**src/rtl/twos_complement_serial.sv**
```systemverilog
// Bit-serial two's complement negate / absolute value, LSB first, WIDTH+1 bit result.
// Optional abs mode is enabled by defining TWOS_COMPLEMENT_ABS_MODE_EN.
module twos_complement_serial #(
  parameter int unsigned WIDTH     = 8,
  parameter bit          SIGNED_IN = 1'b1
) (
  input  logic             clk,
  input  logic             rst_n,
  input  logic             start,
  input  logic [WIDTH-1:0] b,
  input  logic             mode,
  output logic             busy,
  output logic             done,
  output logic [WIDTH:0]   b_prime,
  output logic             zero
);

  localparam int unsigned     CntW    = $clog2(WIDTH + 1);
  localparam logic [CntW-1:0] LastBit = CntW'(WIDTH);

  typedef enum logic [1:0] {StIdle, StShift, StDone} state_e;

  state_e          state_q, state_d;
  logic [WIDTH:0]  opnd_q, opnd_d;
  logic [WIDTH:0]  res_q, res_d;
  logic [CntW-1:0] cnt_q, cnt_d;
  logic            seen_q, seen_d;
  logic [WIDTH:0]  ext;
  logic            invert;
  logic            out_bit;

  assign ext = SIGNED_IN ? {b[WIDTH-1], b} : {1'b0, b};

`ifdef TWOS_COMPLEMENT_ABS_MODE_EN
  logic mode_q, mode_d;
  // opnd_q shifts with its sign bit replicated, so the MSB stays the operand sign
  assign invert = ~mode_q | opnd_q[WIDTH];
`else
  logic unused_mode;
  assign unused_mode = mode;
  assign invert      = 1'b1;
`endif

  assign out_bit = opnd_q[0] ^ (seen_q & invert);

  always_comb begin
    state_d = state_q;
    opnd_d  = opnd_q;
    res_d   = res_q;
    cnt_d   = cnt_q;
    seen_d  = seen_q;
`ifdef TWOS_COMPLEMENT_ABS_MODE_EN
    mode_d  = mode_q;
`endif
    case (state_q)
      StIdle: begin
        if (start) begin
          opnd_d  = ext;
          res_d   = '0;
          cnt_d   = '0;
          seen_d  = 1'b0;
`ifdef TWOS_COMPLEMENT_ABS_MODE_EN
          mode_d  = mode;
`endif
          state_d = StShift;
        end
      end
      StShift: begin
        res_d  = {out_bit, res_q[WIDTH:1]};
        opnd_d = {opnd_q[WIDTH], opnd_q[WIDTH:1]};
        seen_d = seen_q | opnd_q[0];
        if (cnt_q == LastBit) begin
          state_d = StDone;
        end else begin
          cnt_d = cnt_q + 1'b1;
        end
      end
      StDone: begin
        state_d = StIdle;
      end
      default: begin
        state_d = StIdle;
      end
    endcase
  end

  always_ff @(posedge clk) begin
    if (!rst_n) begin
      state_q <= StIdle;
      opnd_q  <= '0;
      res_q   <= '0;
      cnt_q   <= '0;
      seen_q  <= 1'b0;
`ifdef TWOS_COMPLEMENT_ABS_MODE_EN
      mode_q  <= 1'b0;
`endif
    end else begin
      state_q <= state_d;
      opnd_q  <= opnd_d;
      res_q   <= res_d;
      cnt_q   <= cnt_d;
      seen_q  <= seen_d;
`ifdef TWOS_COMPLEMENT_ABS_MODE_EN
      mode_q  <= mode_d;
`endif
    end
  end

  assign busy    = (state_q == StShift);
  assign done    = (state_q == StDone);
  assign b_prime = res_q;
  assign zero    = (res_q == '0);

endmodule

```
**config.mk**
```make
export PLATFORM = sky130hd
export DESIGN_NAME = twos_complement_serial
export DESIGN_NICKNAME = d
export VERILOG_FILES = /design/src/rtl/twos_complement_serial.sv
export SDC_FILE = /design/constraint.sdc
export NUM_CORES = 1
export LEC_CHECK = 0
export CAP_MARGIN = 25
export CELL_PAD_IN_SITES_DETAIL_PLACEMENT = 0
export CELL_PAD_IN_SITES_GLOBAL_PLACEMENT = 1
export CORE_MARGIN = 3
export CORE_UTILIZATION = 36
export DETAILED_ROUTE_END_ITERATION = 8
export GPL_TIMING_DRIVEN = 0
export PLACE_DENSITY = 0.86
export REMOVE_ABC_BUFFERS = 1
export SYNTH_ARGS = -nofsm -noshare
export SYNTH_HDL_FRONTEND = slang
export SYNTH_SLANG_ARGS = --single-unit
```
**constraint.sdc**
```tcl
create_clock -name clk -period 1.6 [get_ports clk]
set_input_delay 0.24 -clock clk [delete_from_list [all_inputs] [get_ports clk]]
set_output_delay 0.24 -clock clk [all_outputs]
set_load 0.05 [all_outputs]
```
==> results.md <==
- Syn_area_per_cell: 9.36 um2
- CP max stage delay: 0.37 ns
- Final nets: 150
- Setup CP Type: reg -> out
- FMAX: 603 MHz
- Layout cells sized above 1: 14.9%
- Sequential share of the synthesized area: 46.9%
- Required time worst endpoint: 1.36 ns
- Clk slew on worst S/H paths: 0.15 ns
- Peak VDD IR: 0.455 mV
- Flops & latches, synth: 25
- Clock power frac: 26.6%
- Most common cell in the synthesized netlist: dfxtp_1
- Initial Utilization: 38.4%
- Post-synth top flop: dfxtp_1
- Status: complete, but fails checks
- Ports: 24
- Die span in x: 60.5 um
- CP startpoint kind: flop
- CP Cell Sequence: nor4_2 > nand2_1 > nor4_2 > buf_4
- Minimum setup slack in the final design: -0.0573 ns
- Initial antenna violation count: 0
- Final setup vio count: 1
- Die Ht: 60.5 um
- Fin. max-slew vios: 0
- Comb pwr share: 13.1%
- Failing checks: setup timing
- MaxCap Viol Count: 0
- Clock Path Buffers: 2
- Gate Count Post-Synth: 114
- Postcts setup bufs: 0
- Sw Ratio: 26.8%
- H-tree Lvls: 1
- R2R Path End: cnt_q[1]
- Slew HR: 65.1%
- Reg area: 508 um2
- Hold Path Class: in -> reg
- Slew @ Worst Pin: 0.522 ns
- Fin cells: 165
- Crit Path Max Fanout: 4
- Crit path capture: zero
- Largest net degree at the start of global routing: 19
- CTS buffer count: 3
- Vias: 886
- Hold depth: 3
- Setup TNS: -0.0573 ns
- HPWL Detailed: 1.45 mm
- Cell Rows: 19
- Pre-antenna DRT Iters: 4
- Critical path arrival: 1.42 ns
- Cell Int Power: 808 uW
- Global route total overflow: 0
- CP bufs+invs: 1
- Worst skew pair latency: 0.33 ns
- Flop pwr share: 60.4%
- GP Congestion: 0.754
- RSZ-0062 raised after global routing: yes
- Synth top cells by count: 25 x dfxtp_1, 20 x nand2_1, 9 x a22o_1, 9 x o21ai_0, 7 x a31oi_1
- CP Depth: 4
- # fillers: 283
- Switching pwr: 296 uW
- Sink Count: 25
- Ys async rst share: 0%
- Lkg Pwr: 0.000540 uW
- CTS tree: built
- GRT Util Overall: 11.8%
- Core area: 0.00278 mm2
- Synth warnings: 0
- Synth area leader: dfxtp_1
- Input/output buffers: 22
- Routed len/inst: 12.2 um
- DR vias/cell: 5.37
- Antenna diodes: 0
- Vias in the first global route: 780
- Combined area of the multi-input logic cells: 519 um2
- Hold Vio Cnt, Final: 0
- Area grow syn2layout: 24.4%
- Min Tclk post-route: 1.66 ns
- Area contributors post-synth: dfxtp_1 47%, a22o_1 7.4%, nand2_1 7.0%, o21ai_0 4.2%, a31oi_1 4.1%
- Detailed Route Iter0 Violations: 17
- Global-route wire length before repair: 3.22 mm
- Reg2Reg Setup Slack: 0.24 ns
- Distinct cell type count after synthesis: 34
- Residual DRC: 0
- Slowest CP cell: dfxtp_2
- Dpl cells: 161
- Place WS: -0.398 ns
- Pwr dens: 832 mW/mm2
- Reg2Reg Depth: 5
- Clock Skew: 0.0118 ns
- Routed Wire Length: 2.01 mm
- Crit. Startpoint: b_prime[1]
- CP top delay family: simple AND/OR/NAND/NOR gates
- Cell Area, Synth: 0.00107 mm2
- Crit end category: primary output
- EDFF count, synth: 0
- Worst r2r src: cnt_q[0]
- Area of the die: 0.00365 mm2
- Post-DRT Antenna Nets: 0
- Post-route clock period utilization: 104%
- CP most frequent cell: nor4_2
- Root buffer cell: clkbuf_4
- Post-synth top area share: 46.9%
## power groups by stage
| stage | clock network (uW) | logic [uW] | registers, uW |
|---|---|---|---|
| CTS | 308 | 147 | 667 |
| floorplan | 0 | 85.5 | 680 |
| global placement | 0 | 142 | 678 |
| finish | 293 | 145 | 666 |
| global route | 324 | 159 | 671 |
| detailed placement | 0 | 147 | 679 |
## kinds of logic after synthesis
| kind of cell | Yosys count | synth area share (%) |
|---|---|---|
| fa+ha+maj | 3 | 3.52 |
| mux | 2 | 1.88 |
| simple gates | 40 | 19.1 |
| flops | 25 | 46.9 |
| compound gates | 32 | 22.0 |
| buf+inv | 12 | 6.56 |
## cell type report
cell class | instances | share of cell area, %
clock inverter | 1 | 0.566
clock buffer | 3 | 1.70
multi-input combinational | 77 | 39.1
timing repair buffer | 22 | 15.4
inverter | 6 | 2.07
sequential | 25 | 38.3
tap | 31 | 2.92
## metal layers
metal / track usage, % / routed length (um) / vias to the layer above
met2: 19.3 / 966 / 20
met4: 7.43 / 41 / 0
li1: - / - / 445
met3: 1.91 / 82 / 4
met1: 14.5 / 915 / 417
met5: 0 / 0 / -
## how the worst min path moves through the flow
stage,start,to
after CTS,b[2],opnd_q[2]
after floorplan,rst_n,state_q[0]
final,b[2],opnd_q[2]
after global routing,b[2],opnd_q[2]
after detailed placement,seen_q,seen_q
after global placement,seen_q,seen_q
## sequential cells by signal, indices dropped and copies added, names as in the netlist
signal,flops
b_prime,9
state_q,2
seen_q,1
opnd_q,9
cnt_q,4
## worst register-to-register path, delay by kind of cell (launching register included)
kind | cells | cell delay, ns
AOI/OAI and AO/OA | 1 | 0.22
adders and majority gates | 1 | 0.21
buffers and inverters | 1 | 0.07
DFF | 1 | 0.42
muxes | 1 | 0.19
and+or+nand+nor | 1 | 0.20
## placed cells by master, fill, tap and decap left out, drive strengths merged, types with 2 or more instances in the layout
| cell | instances |
|---|---|
| nand3b | 2 |
| clkdlybuf4s15 | 2 |
| o21ai | 9 |
| buf | 2 |
| a22o | 9 |
| dlygate4sd2 | 8 |
| clkbuf | 3 |
| clkdlybuf4s50 | 10 |
| and3b | 2 |
| nand3 | 2 |
| mux2i | 2 |
| nor2 | 2 |
| a31oi | 7 |
| inv | 5 |
| dfxtp | 25 |
| ha | 3 |
| nand2 | 20 |
| nor2b | 3 |
| nor4 | 2 |
## what timing repair did
action / CTS / global route
resized for setup: 29 / 6
setup endpoints to repair: 12 / 15
hold buffers: 0 / 0
## stage by stage
stage	instance area [um2]	power, uW	utilization, %	hold slack, ns
after floorplan	1020	766	-	0.362
after global placement	1280	821	46.2	0.446
after detailed placement	1280	826	46.2	0.463
after CTS	1330	1120	47.7	0.443
after global routing	1330	1150	47.7	0.450
final	1330	1100	47.7	0.460
(Power assumes the default switching activity.)
